### src/rtl/timeclock_set_ctrl_if.sv
// Purpose : bundles the tick/button inputs and the time/display outputs of the
//           time clock set controller into one port.
// Ports   : i_tick, i_btn_set, i_btn_next, i_btn_up (to controller);
//           o_hour, o_min, o_sec, o_msec, o_state, o_disp_sel,
//           o_blank_digits (from controller).
//           The master modport drives the inputs; the slave modport is the controller.
interface timeclock_set_ctrl_if;
  logic       i_tick;
  logic       i_btn_set;
  logic       i_btn_next;
  logic       i_btn_up;
  logic [5:0] o_hour;
  logic [5:0] o_min;
  logic [5:0] o_sec;
  logic [6:0] o_msec;
  logic [1:0] o_state;
  logic       o_disp_sel;
  logic [3:0] o_blank_digits;

  modport master (
    output i_tick, i_btn_set, i_btn_next, i_btn_up,
    input  o_hour, o_min, o_sec, o_msec, o_state, o_disp_sel, o_blank_digits
  );

  modport slave (
    input  i_tick, i_btn_set, i_btn_next, i_btn_up,
    output o_hour, o_min, o_sec, o_msec, o_state, o_disp_sel, o_blank_digits
  );
endinterface

### src/rtl/timeclock_set_ctrl.sv
// Purpose     : time registers (hh:mm:ss.cc) run from a 100 Hz tick, plus a
//               button-driven set mode with field blink and display page select.
// Latency     : a tick or button edge sampled at edge k shows on the outputs after edge k.
// Backpressure: none; every tick and button edge is consumed in the cycle it arrives.
// Ports       : i_clk, i_reset (async, active-low), bus (slave modport of
//               timeclock_set_ctrl_if carrying tick, buttons and all outputs).
module timeclock_set_ctrl #(
  parameter int BLINK_TICKS = 50
) (
  input  logic                 i_clk,
  input  logic                 i_reset,
  timeclock_set_ctrl_if.slave  bus
);

  typedef enum logic [1:0] {
    RUN      = 2'b00,
    SET_HOUR = 2'b01,
    SET_MIN  = 2'b10,
    SET_SEC  = 2'b11
  } state_t;

  localparam int CW = (BLINK_TICKS > 1) ? $clog2(BLINK_TICKS) : 1;

  state_t        state;
  state_t        state_nxt;
  logic [5:0]    hour;
  logic [5:0]    min;
  logic [5:0]    sec;
  logic [6:0]    msec;
  logic          page_pref;
  logic [CW-1:0] blink_cnt;
  logic          blink_phase;
  logic          prev_set;
  logic          prev_next;
  logic          prev_up;
  logic          disp_sel;
  logic [3:0]    blank;

  // Rising-edge detection against the previous sample; prev resets to 0 so a
  // button already held at reset release counts as an edge.
  logic edge_set, edge_next, edge_up;
  assign edge_set  = bus.i_btn_set  & ~prev_set;
  assign edge_next = bus.i_btn_next & ~prev_next;
  assign edge_up   = bus.i_btn_up   & ~prev_up;

  // One action per cycle: set beats next, next beats up.
  logic act_set, act_next, act_up;
  assign act_set  = edge_set;
  assign act_next = edge_next & ~edge_set;
  assign act_up   = edge_up & ~edge_next & ~edge_set;

  always_ff @(posedge i_clk or negedge i_reset) begin
    if (!i_reset) begin
      prev_set  <= 1'b0;
      prev_next <= 1'b0;
      prev_up   <= 1'b0;
    end else begin
      prev_set  <= bus.i_btn_set;
      prev_next <= bus.i_btn_next;
      prev_up   <= bus.i_btn_up;
    end
  end

  always_ff @(posedge i_clk or negedge i_reset) begin
    if (!i_reset) state <= RUN;
    else          state <= state_nxt;
  end

  always_comb begin
    state_nxt = state;
    disp_sel  = page_pref;
    blank     = 4'b0000;
    case (state)
      RUN: begin
        if (act_set) state_nxt = SET_HOUR;
      end
      SET_HOUR: begin
        disp_sel = 1'b1;
        if (blink_phase) blank = 4'b0011;
        if (act_set)       state_nxt = RUN;
        else if (act_next) state_nxt = SET_MIN;
      end
      SET_MIN: begin
        disp_sel = 1'b1;
        if (blink_phase) blank = 4'b1100;
        if (act_set)       state_nxt = RUN;
        else if (act_next) state_nxt = SET_SEC;
      end
      SET_SEC: begin
        disp_sel = 1'b0;
        if (blink_phase) blank = 4'b0011;
        if (act_set)       state_nxt = RUN;
        else if (act_next) state_nxt = SET_HOUR;
      end
      default: state_nxt = RUN;
    endcase
  end

  // Time registers. In RUN a set edge drops any coincident tick and zeroes
  // msec; msec then stays 0 because ticks are ignored in set states.
  always_ff @(posedge i_clk or negedge i_reset) begin
    if (!i_reset) begin
      hour <= 6'd0;
      min  <= 6'd0;
      sec  <= 6'd0;
      msec <= 7'd0;
    end else if (state == RUN) begin
      if (act_set) begin
        msec <= 7'd0;
      end else if (bus.i_tick) begin
        if (msec == 7'd99) begin
          msec <= 7'd0;
          if (sec == 6'd59) begin
            sec <= 6'd0;
            if (min == 6'd59) begin
              min  <= 6'd0;
              hour <= (hour == 6'd23) ? 6'd0 : hour + 6'd1;
            end else begin
              min <= min + 6'd1;
            end
          end else begin
            sec <= sec + 6'd1;
          end
        end else begin
          msec <= msec + 7'd1;
        end
      end
    end else if (act_up) begin
      case (state)
        SET_HOUR: hour <= (hour == 6'd23) ? 6'd0 : hour + 6'd1;
        SET_MIN:  min  <= (min  == 6'd59) ? 6'd0 : min  + 6'd1;
        SET_SEC:  sec  <= (sec  == 6'd59) ? 6'd0 : sec  + 6'd1;
        default:  ;
      endcase
    end
  end

  // Page preference only changes on a next edge in RUN; set mode forces the
  // page through the decode above without touching it.
  always_ff @(posedge i_clk or negedge i_reset) begin
    if (!i_reset)                  page_pref <= 1'b1;
    else if (state == RUN && act_next) page_pref <= ~page_pref;
  end

  // Blink timer is held clear in RUN and restarted by every action, so a
  // freshly entered or edited field is shown for a full half-period.
  always_ff @(posedge i_clk or negedge i_reset) begin
    if (!i_reset) begin
      blink_cnt   <= '0;
      blink_phase <= 1'b0;
    end else if (state == RUN || act_set || act_next || act_up) begin
      blink_cnt   <= '0;
      blink_phase <= 1'b0;
    end else if (bus.i_tick) begin
      if (blink_cnt == CW'(BLINK_TICKS - 1)) begin
        blink_cnt   <= '0;
        blink_phase <= ~blink_phase;
      end else begin
        blink_cnt <= blink_cnt + 1'b1;
      end
    end
  end

  assign bus.o_hour         = hour;
  assign bus.o_min          = min;
  assign bus.o_sec          = sec;
  assign bus.o_msec         = msec;
  assign bus.o_state        = state;
  assign bus.o_disp_sel     = disp_sel;
  assign bus.o_blank_digits = blank;

endmodule

### src/flat_wrapper.sv
// flat-port wrapper written by rule: the top's interface ports become plain ports
module timeclock_set_ctrl_flat 
#(
  parameter int BLINK_TICKS = 50
)
  (i_clk, i_reset, bus_i_tick, bus_i_btn_set, bus_i_btn_next, bus_i_btn_up, bus_o_hour, bus_o_min, bus_o_sec, bus_o_msec, bus_o_state, bus_o_disp_sel, bus_o_blank_digits);
  timeclock_set_ctrl_if bus_i ();
  input  logic i_clk;
  input  logic i_reset;
  input wire logic [$bits(bus_i.i_tick)-1:0] bus_i_tick;
  input wire logic [$bits(bus_i.i_btn_set)-1:0] bus_i_btn_set;
  input wire logic [$bits(bus_i.i_btn_next)-1:0] bus_i_btn_next;
  input wire logic [$bits(bus_i.i_btn_up)-1:0] bus_i_btn_up;
  output wire logic [$bits(bus_i.o_hour)-1:0] bus_o_hour;
  output wire logic [$bits(bus_i.o_min)-1:0] bus_o_min;
  output wire logic [$bits(bus_i.o_sec)-1:0] bus_o_sec;
  output wire logic [$bits(bus_i.o_msec)-1:0] bus_o_msec;
  output wire logic [$bits(bus_i.o_state)-1:0] bus_o_state;
  output wire logic [$bits(bus_i.o_disp_sel)-1:0] bus_o_disp_sel;
  output wire logic [$bits(bus_i.o_blank_digits)-1:0] bus_o_blank_digits;
  assign bus_i.i_tick = bus_i_tick;
  assign bus_i.i_btn_set = bus_i_btn_set;
  assign bus_i.i_btn_next = bus_i_btn_next;
  assign bus_i.i_btn_up = bus_i_btn_up;
  assign bus_o_hour = bus_i.o_hour;
  assign bus_o_min = bus_i.o_min;
  assign bus_o_sec = bus_i.o_sec;
  assign bus_o_msec = bus_i.o_msec;
  assign bus_o_state = bus_i.o_state;
  assign bus_o_disp_sel = bus_i.o_disp_sel;
  assign bus_o_blank_digits = bus_i.o_blank_digits;
  timeclock_set_ctrl #(.BLINK_TICKS(BLINK_TICKS)) u_core (.i_clk(i_clk), .i_reset(i_reset), .bus(bus_i));
endmodule
### config.mk
export PLATFORM = sky130hd
export DESIGN_NAME = timeclock_set_ctrl_flat
export DESIGN_NICKNAME = d
export VERILOG_FILES = /design/src/rtl/timeclock_set_ctrl_if.sv /design/src/rtl/timeclock_set_ctrl.sv /design/src/flat_wrapper.sv
export SDC_FILE = /design/constraint.sdc
export NUM_CORES = 1
export LEC_CHECK = 0
export ABC_AREA = 0
export ABC_CLOCK_PERIOD_IN_PS = 5300
export BUFFER_PORTS_ARGS = -buffer_cell sky130_fd_sc_hd__buf_2
export CORE_MARGIN = 3
export CORE_UTILIZATION = 45
export CTS_CLUSTER_SIZE = 16
export DETAILED_ROUTE_END_ITERATION = 10
export HOLD_SLACK_MARGIN = 0.08
export PLACE_DENSITY = 0.66
export SKIP_LAST_GASP = 1
export SLEW_MARGIN = 20
export SYNTH_ARGS = -nofsm -noshare
export SYNTH_HDL_FRONTEND = slang
export SYNTH_SLANG_ARGS = --single-unit
export TNS_END_PERCENT = 100
### constraint.sdc
create_clock -name i_clk -period 5.3 [get_ports i_clk]
set_input_delay 0.265 -clock i_clk [delete_from_list [all_inputs] [get_ports i_clk]]
set_output_delay 0.265 -clock i_clk [all_outputs]
set_load 0.01 [all_outputs]
==> results of run 1 <==
## worst max-delay path: cells and delay by family, from the launching register on
family | cells | cell delay [ps]
compound gates | 1 | 230
fa+ha+maj | 1 | 550
buf+inv | 1 | 160
flops | 1 | 420
simple gates | 4 | 1100
## final cells by class
| class | instances | area (um2) |
|---|---|---|
| Clock buffer | 6 | 82.58 |
| Clock inverter | 1 | 30.03 |
| Fill cell | 402 | 1996 |
| Inverter | 10 | 37.54 |
| Multi-Input combinational cell | 171 | 1116 |
| Sequential cell | 38 | 952.2 |
| Tap cell | 52 | 65.06 |
| Timing Repair Buffer | 38 | 195.2 |
## sequential cells by signal (all words and copies together) (netlist names)
signal and count:
u_core.bus.o_msec 7, u_core.bus.o_min 6, u_core.prev_set 1, u_core.blink_cnt 6
u_core.page_pref 1, u_core.prev_next 1, u_core.blink_phase 1, u_core.bus.o_hour 6
u_core.bus.o_sec 6, u_core.bus.o_state 2, u_core.prev_up 1
## stage by stage
step                      hold WS (ps)  area, um2  total power, mW  util [%]
final                            84.36       2479           0.9131     55.40
after global routing             95.27       2479           0.9801     55.40
after CTS                        82.15       2469           0.9253     55.17
after detailed placement         393.8       2356           0.6688     52.66
after global placement           391.1       2356           0.6675     52.66
after floorplan                 -30.59       2145           0.5746         -
## metal layers
| layer | vias to the layer above | wire (um) |
|---|---|---|
| li1 | 889 | - |
| met1 | 792 | 2159 |
| met2 | 32 | 1875 |
| met3 | 8 | 193 |
| met4 | 0 | 67 |
| met5 | - | 0 |
## path summary, 6_finish.rpt
| kind | from | endpoint |
|---|---|---|
| max | u_core.bus.o_state[1]$_DFFE_PN0P_ | u_core.bus.o_hour[3]$_DFFE_PN0P_ |
| min | i_reset | u_core.blink_cnt[2]$_DFFE_PN0P_ |
| max reg2reg | u_core.bus.o_state[1]$_DFFE_PN0P_ | u_core.bus.o_hour[3]$_DFFE_PN0P_ |
| min reg2reg | u_core.page_pref$_DFFE_PN1P_ | u_core.page_pref$_DFFE_PN1P_ |
| max in group asynchronous | i_reset | u_core.bus.o_sec[4]$_DFFE_PN0P_ |
| min in group i_clk | bus_i_btn_set | u_core.prev_set$_DFF_PN0_ |
## what timing repair did
action,in CTS,in global routing
hold buffers,0,1
hold endpoints to repair,0,1
buffers inserted,0,0
## cell families (layout without fill, tap and decap cells)
family                     Yosys count  count (layout)  synth area share (%)
xor gates and xnor gates             8               8                 3.267
adders and majority gates           11              11                 6.418
muxes                                5               5                 2.625
buffers and inverters               18              55                 3.559
DFF                                 38              38                 44.40
and+or+nand+nor                     98              98                 24.09
AOI/OAI and AO/OA                   49              49                 15.64
## power groups by stage
stage               Combinational (mW)  Clock [mW]  Sequential, mW
floorplan                        0.172           0           0.403
global placement                 0.271           0           0.397
detailed placement               0.271           0           0.398
CTS                              0.273       0.261           0.392
global route                     0.305       0.274           0.401
finish                           0.269       0.251           0.393
## placed cells by master, fill, tap and decap left out, types with 3 or more instances in the layout
cell	synthesis	final
sky130_fd_sc_hd__o22ai_1	3	3
sky130_fd_sc_hd__o31ai_1	4	4
sky130_fd_sc_hd__inv_1	10	10
sky130_fd_sc_hd__nor3_1	9	9
sky130_fd_sc_hd__nor2_1	22	22
sky130_fd_sc_hd__clkbuf_8	0	6
sky130_fd_sc_hd__buf_2	1	37
sky130_fd_sc_hd__nor4b_1	3	3
sky130_fd_sc_hd__ha_1	11	11
sky130_fd_sc_hd__nand2_1	22	22
sky130_fd_sc_hd__nand4_1	5	5
sky130_fd_sc_hd__o21ai_0	15	15
sky130_fd_sc_hd__xor2_1	7	7
sky130_fd_sc_hd__and3_1	4	4
sky130_fd_sc_hd__nand3_1	9	9
sky130_fd_sc_hd__a21o_1	3	3
sky130_fd_sc_hd__mux2_2	5	5
sky130_fd_sc_hd__dfrtp_1	37	37
sky130_fd_sc_hd__a21oi_1	10	10
sky130_fd_sc_hd__nor2b_1	5	5
sky130_fd_sc_hd__nand2b_1	3	3
==> impl_summary.md, run 1 <==
Status
The flow ran to the end, and the final reports show no timing, DRC or antenna violations.

Clocking
The number of buffers inserted during clock tree synthesis is 5. The clock drives 38 sinks. The number of buffers between clock root and the deepest sink is 2. The clock slew at the register clock pins of the worst setup and hold paths is 80 ps. The deepest level of the CTS H-tree is 2. The TritonCTS clock tree is done. The number of instances resized during post-cts repair is 0. The buffer cell driving the clock tree root is sky130_fd_sc_hd__clkbuf_8. The clock latency on the worst-skew pair is 290 ps.

STA
At the pin with the least slew margin, the transition time is just under 900 ps. The routed design could run at a clock period as short as 2530 ps. The fmax is 395.3 MHz. Setup repair after global routing left no endpoint under its margin. Clock skew on the completed layout was measured at 4.767 ps. The number of max-slew violations in the final report is 0.

The final worst-path cycle share is 47.73%. The final count of negative-setup-slack endpoints is 0. After layout, the worst setup slack is 2770 ps. The accumulated negative setup slack is 0 ps.

The number of hold violations in the final report came to 0. The relative slew slack is between 40% and 50%.

Setup path
The logic depth of the worst register-to-register path is 7. The most numerous cell type found on the critical path is sky130_fd_sc_hd__nand2_1. The register-to-register path setup slack is 2770 ps. The cell type of the slowest stage on the worst timing path is sky130_fd_sc_hd__ha_1. The largest single stage delay on the critical path is 550 ps.

The category of the most critical setup path is reg2reg. STA classifies the critical path startpoint as a flop. Walking the worst path, the cells encountered are inv_1, ha_1, nand2_1, nor3_4, o221ai_2, or4_1, nand2_1. The arrival time of data at the critical path endpoint is 2760 ps. The critical path capture point type is a flop.

Of all nets on the critical path, the largest fanout is 19. The required time of the critical path is 5530 ps.

Power
Summed over all nets, the switching power comes to between 300 and 400 uW. Net switching is 33.59% of the power. The power density of the placed cells is 368.4 mW/mm2. In this run, the combinational gates consume a little under 30% of the power.

The share of total power in sequential cells is 43.0%. The worst IR drop on VDD is 0.2545 mV. The cell leakage power is 1.195 nW. Of the total power, the clock network draws between 20 and 30%.

Internal power comes to 606.3 uW.

Floorplanning
The die covers approximately 0.0056 mm2. The floorplan has 24 rows. Once the floorplan was initialized, standard cells occupied 47.93% of the core. 38 I/O pins were placed. In this run the horizontal extent of the chip is 75.04 um. The height of the die is roughly 75 um. The standard cell core area is 0.004474 mm2.

Logic synthesis
Sorting the synthesized cells by how often they occur yields sky130_fd_sc_hd__dfrtp_1, sky130_fd_sc_hd__nand2_1, sky130_fd_sc_hd__nor2_1. sky130_fd_sc_hd__dfrtp_1 is the most common cell in the netlist. The post-synthesis average cell area is 9.447 um2.

For this run, the number of Yosys warnings is 0. The proportion of netlist area held by the largest area contributor is 43.17%. In the synthesized netlist the async set-or-reset flop fraction comes to 100.0%. The cell area after synthesis is 0.002145 mm2.

The number of enable-type register cells in the synthesized netlist is 0. The distinct cell type count of the synthesized netlist is 44. The most frequently used flop master after synthesis is sky130_fd_sc_hd__dfrtp_1. By area the synthesized netlist is led by sky130_fd_sc_hd__dfrtp_1, sky130_fd_sc_hd__ha_1, sky130_fd_sc_hd__nand2_1. The cell count after synthesis is 227. For this run, the register share of the synthesized area comes to 44.40%.

Counting every net in the synthesized netlist gives roughly 240. The largest total area in the synthesized netlist belongs to sky130_fd_sc_hd__dfrtp_1. The register bit total from synthesis is 38.

Cells and area
The fraction of final layout cells sized beyond drive strength 1 is a little over a fifth. The number of cells in the finished layout apart from fillers is 316. From synthesis to final layout, the design area changed by 15.58%.

The repair_antennas step left the layout with diodes totalling 0. The final layout contains 281 nets.

Detailed routing
The detailed router placed 1721 vias in this run. Dividing the detail-routed via count by the number of cells gives 5.446. The number of iterations in the first detailed-routing pass is 4. The count of antenna-violating nets left after detailed routing is 0. The remaining routing DRC violations is 0. The number of design-rule violations left by the first detailed-router iteration is approximately 110. The detail-routed net length per standard cell is 13.59 um. The final layout contains routed wiring with a total length of 4295 um.

Placement
The number of cells after detailed placement is 308. Once detailed placement completed, the half-perimeter wirelength came to 3064 um. The setup slack after placement is 2787 ps. Input and output buffers added on the ports amount to 37. The global placement routability congestion is 0.8242.

Global route
The pin count of the biggest net entering global routing is 39. The met2 track demand over resource is 25.92%. Global routing used 17.11% of the available tracks across all layers. The global routing's busiest layer is met2. The number of global-route vias before repair is 1633. The first global-routing pass estimated 7362 um of wire. The total grt overflow is 0. The number of antenna violations at the first check in global routing came to 0.

For met3 alone, demand over resource in global routing was 4.139%. In the global route stage, met1 resource usage came out at 23.29%.

Hold path
The type of the worst min-delay path is in2async.

Run
The max-cap violation count is 0.
Power figures use the tool's default switching activity.
==> run 2: changes to the inputs <==
--- a/config.mk
+++ b/config.mk
@@ -6,14 +6,14 @@
 export NUM_CORES = 1
 export LEC_CHECK = 0
 export ABC_AREA = 0
-export ABC_CLOCK_PERIOD_IN_PS = 5300
+export ABC_CLOCK_PERIOD_IN_PS = 2100
 export BUFFER_PORTS_ARGS = -buffer_cell sky130_fd_sc_hd__buf_2
 export CORE_MARGIN = 3
 export CORE_UTILIZATION = 45
 export CTS_CLUSTER_SIZE = 16
 export DETAILED_ROUTE_END_ITERATION = 10
 export HOLD_SLACK_MARGIN = 0.08
-export PLACE_DENSITY = 0.66
+export PLACE_DENSITY = 0.69
 export SKIP_LAST_GASP = 1
 export SLEW_MARGIN = 20
 export SYNTH_ARGS = -nofsm -noshare
==> constraint.sdc (replaced) <==
create_clock -name i_clk -period 2.1 [get_ports i_clk]
set_input_delay 0.105 -clock i_clk [delete_from_list [all_inputs] [get_ports i_clk]]
set_output_delay 0.105 -clock i_clk [all_outputs]
set_load 0.01 [all_outputs]
==> run 2 against run 1 <==
Against the previous run: design area grew 7.1%; worst hold slack better by 150 ps; combinational power grew to 3.2 times the previous value; critical path depth stayed put; setup slack worse by 2700 ps; clock skew is essentially flat; clock power increased to 3.1 times the previous value; sequential cell count stayed put; core utilization up 3.9 points; die area stayed put; cell count increased by 5.1%; first-iteration DRC count increased by 9.4%; critical path type unchanged; critical endpoint is now u_core.bus.o_hour[4]$_DFFE_PN0P_.
==> impl_summary.md, run 2 (synthesis gave the netlist of run 1 again) <==
Setup path
The worst setup path is captured at a flop. Of all nets on the critical path, the largest fanout is 8. The largest single stage delay on the critical path is 400 ps.

The category of the most critical setup path is reg2reg. The kind of launch point of the worst setup path is a flop. The required time of the critical path is 2270 ps. STA puts the critical path data arrival time at 2190 ps.

The largest individual stage delay along the critical path comes from the cell sky130_fd_sc_hd__dfrtp_1. Traced cell by cell, the critical path runs through ha_1, nand4_1, nor4_2, o221ai_2, buf_4, o31ai_1, o41ai_1.

Detailed routing
In the routed design, unresolved DRC markers number 0. The number of iterations in the first detailed-routing pass is 4. Using the TritonRoute via totals, the vias-per-cell ratio works out to 5.563. The detailed router placed 1847 vias in this run. The final wirelength is ~4600 um. The count of antenna-violating nets left after detailed routing is 0. The number of design-rule violations left by the first detailed-router iteration is 116.

The detail-routed net length per standard cell is 13.84 um.

Clocking
The deepest level of the CTS H-tree is 2. The number of buffers between clock root and the deepest sink is 2. The TritonCTS clock tree is done. Clock-pin slew was measured on the worst setup and hold paths at 70 ps. Clock tree synthesis selected as its root buffer the cell sky130_fd_sc_hd__clkbuf_8. In this run, CTS created clock tree buffers numbering 5.

The buffers inserted during post-CTS setup optimization is 0. The clock latency on the worst-skew pair is 300 ps. The count of clock tree sinks is 38.

STA
The final worst-path cycle share is 96.02%. The number of hold violations in the final report came to 0. For this run, the top clock speed supported by timing is 495.9 MHz.

Adding up every negative setup slack in the final design gives 0 ps. Headroom to the max-slew limit came out at 41.98%. The clock skew is 4.464 ps. The post-route minimum period is around 2000 ps. The final setup slack of the worst path is 83.61 ps. Setup repair after global routing could not meet its margin everywhere. The number of max-slew violations in the final report is 0. At the pin with the least slew margin, the transition time is around 870 ps. The final count of negative-setup-slack endpoints is 0.

Floorplanning
The area of the die is 0.005630 mm2. The floorplan has 24 rows. The standard cell core area is 0.004474 mm2. The initial utilization of the core area, before any placement, comes to 47.93%.

The width of the chip is ~75 um. The boundary pin count is 38. From bottom edge to top edge, the die measures 75.04 um.

Global route
The pin count of the biggest net entering global routing is 39. Summed over all layers, the global routing overflow is 0. The number of global-route vias before repair came to about 1.7k. The first-pass GRT wire length is 7617 um. Global routing used 17.96% of the available tracks across all layers. The number of antenna violations at the first check in global routing came to 0.

Cells and area
The area growth from synthesis to layout is 23.80%. The total number of nets in the final design is 296. The utilization after layout is roughly three fifths. In the layout the commonest cells are sky130_fd_sc_hd__buf_2, sky130_fd_sc_hd__dfrtp_1, sky130_fd_sc_hd__nor2_1, sky130_fd_sc_hd__nand2_1, sky130_fd_sc_hd__o21ai_0. The antenna cell count is 0.

The fraction of final layout cells sized beyond drive strength 1 is 26.07%. The register with the most flip-flops in the layout has 7 of them.

Placement
The count of buffers added on input and output ports is 37. The setup slack after placement is roughly 10 ps. The post-detailed-placement half-perimeter wirelength is between 3000 and 4000 um. The global placement routability congestion is between 0.8 and 0.9.

Status
The flow ran to the end, and the final reports show no timing, DRC or antenna violations.

Hold path
The min-delay analysis places its worst path in the category in2reg.

Power
Summed over all cells, the static leakage comes to 1.283 nW. The design draws 2.583 mW. Dividing total power by cell area gives a power density of 972.8 mW/mm2. The worst IR drop on VDD is 0.4876 mV.

Run
The tool flagged a number of max-cap violations equal to 0.
run 2: path summary, 6_finish.rpt:
kind	start	endpoint	slack (ps)	depth (start not counted)
max reg2reg	u_core.bus.o_sec[0]$_DFFE_PN0P_	u_core.bus.o_hour[4]$_DFFE_PN0P_	80	7
min in group asynchronous	i_reset	u_core.blink_cnt[4]$_DFFE_PN0P_	460	2
min	bus_i_tick	u_core.blink_cnt[4]$_DFFE_PN0P_	230	4
max	u_core.bus.o_sec[0]$_DFFE_PN0P_	u_core.bus.o_hour[4]$_DFFE_PN0P_	80	7
max in group asynchronous	i_reset	u_core.bus.o_sec[0]$_DFFE_PN0P_	1100	2
min reg2reg	u_core.page_pref$_DFFE_PN1P_	u_core.page_pref$_DFFE_PN1P_	490	1
run 2: where the power goes:
part / total [mW] / switching (mW) / internal, mW
Combinational: 0.852 / 0.450 / 0.402
Sequential: 0.958 / 0.110 / 0.848
Clock: 0.773 / 0.266 / 0.507
run 2: layer usage:
layer / vias up / GRT usage, % / routed length, um
li1: 918 / - / -
met3: 5 / 4.806 / 178
met1: 884 / 25.17 / 2278
met2: 40 / 26.69 / 2089
met4: 0 / 6.522 / 49
met5: - / 0 / 0
run 2: repair_timing:
action,4_1_cts,5_1_grt
endpoints found under the hold margin,40,0
gates resized for setup,0,3
endpoints found under the setup margin,0,12
hold buffers,4,0
run 2: layout make-up:
| class | count | area [um2] |
|---|---|---|
| clock buffers | 6 | 82.58 |
| clock inverters | 2 | 60.06 |
| fillers | 415 | 1819 |
| inverters | 10 | 37.54 |
| multi-input cells | 171 | 1139 |
| flip-flops and latches | 38 | 952.2 |
| well taps | 52 | 65.06 |
| repair buffers | 53 | 319.1 |
run 2: worst max-delay path, delay by kind of cell (launching register included):
kind | cells | cell delay [ps]
AO/OA/AOI/OAI | 3 | 490
adder cells (fa/ha/maj) | 1 | 210
buffers and inverters | 1 | 200
flip-flops | 1 | 400
AND/OR/NAND/NOR | 2 | 580
run 2: through the flow:
stage / instances / cell area, um2 / hold WS, ps
floorplan: 227 / 2156 / -190.6
global placement: 320 / 2456 / 231.9
CTS: 332 / 2639 / 228.8
detailed placement: 320 / 2456 / 236.5
global route: 332 / 2655 / 259.1
finish: 332 / 2655 / 233.8
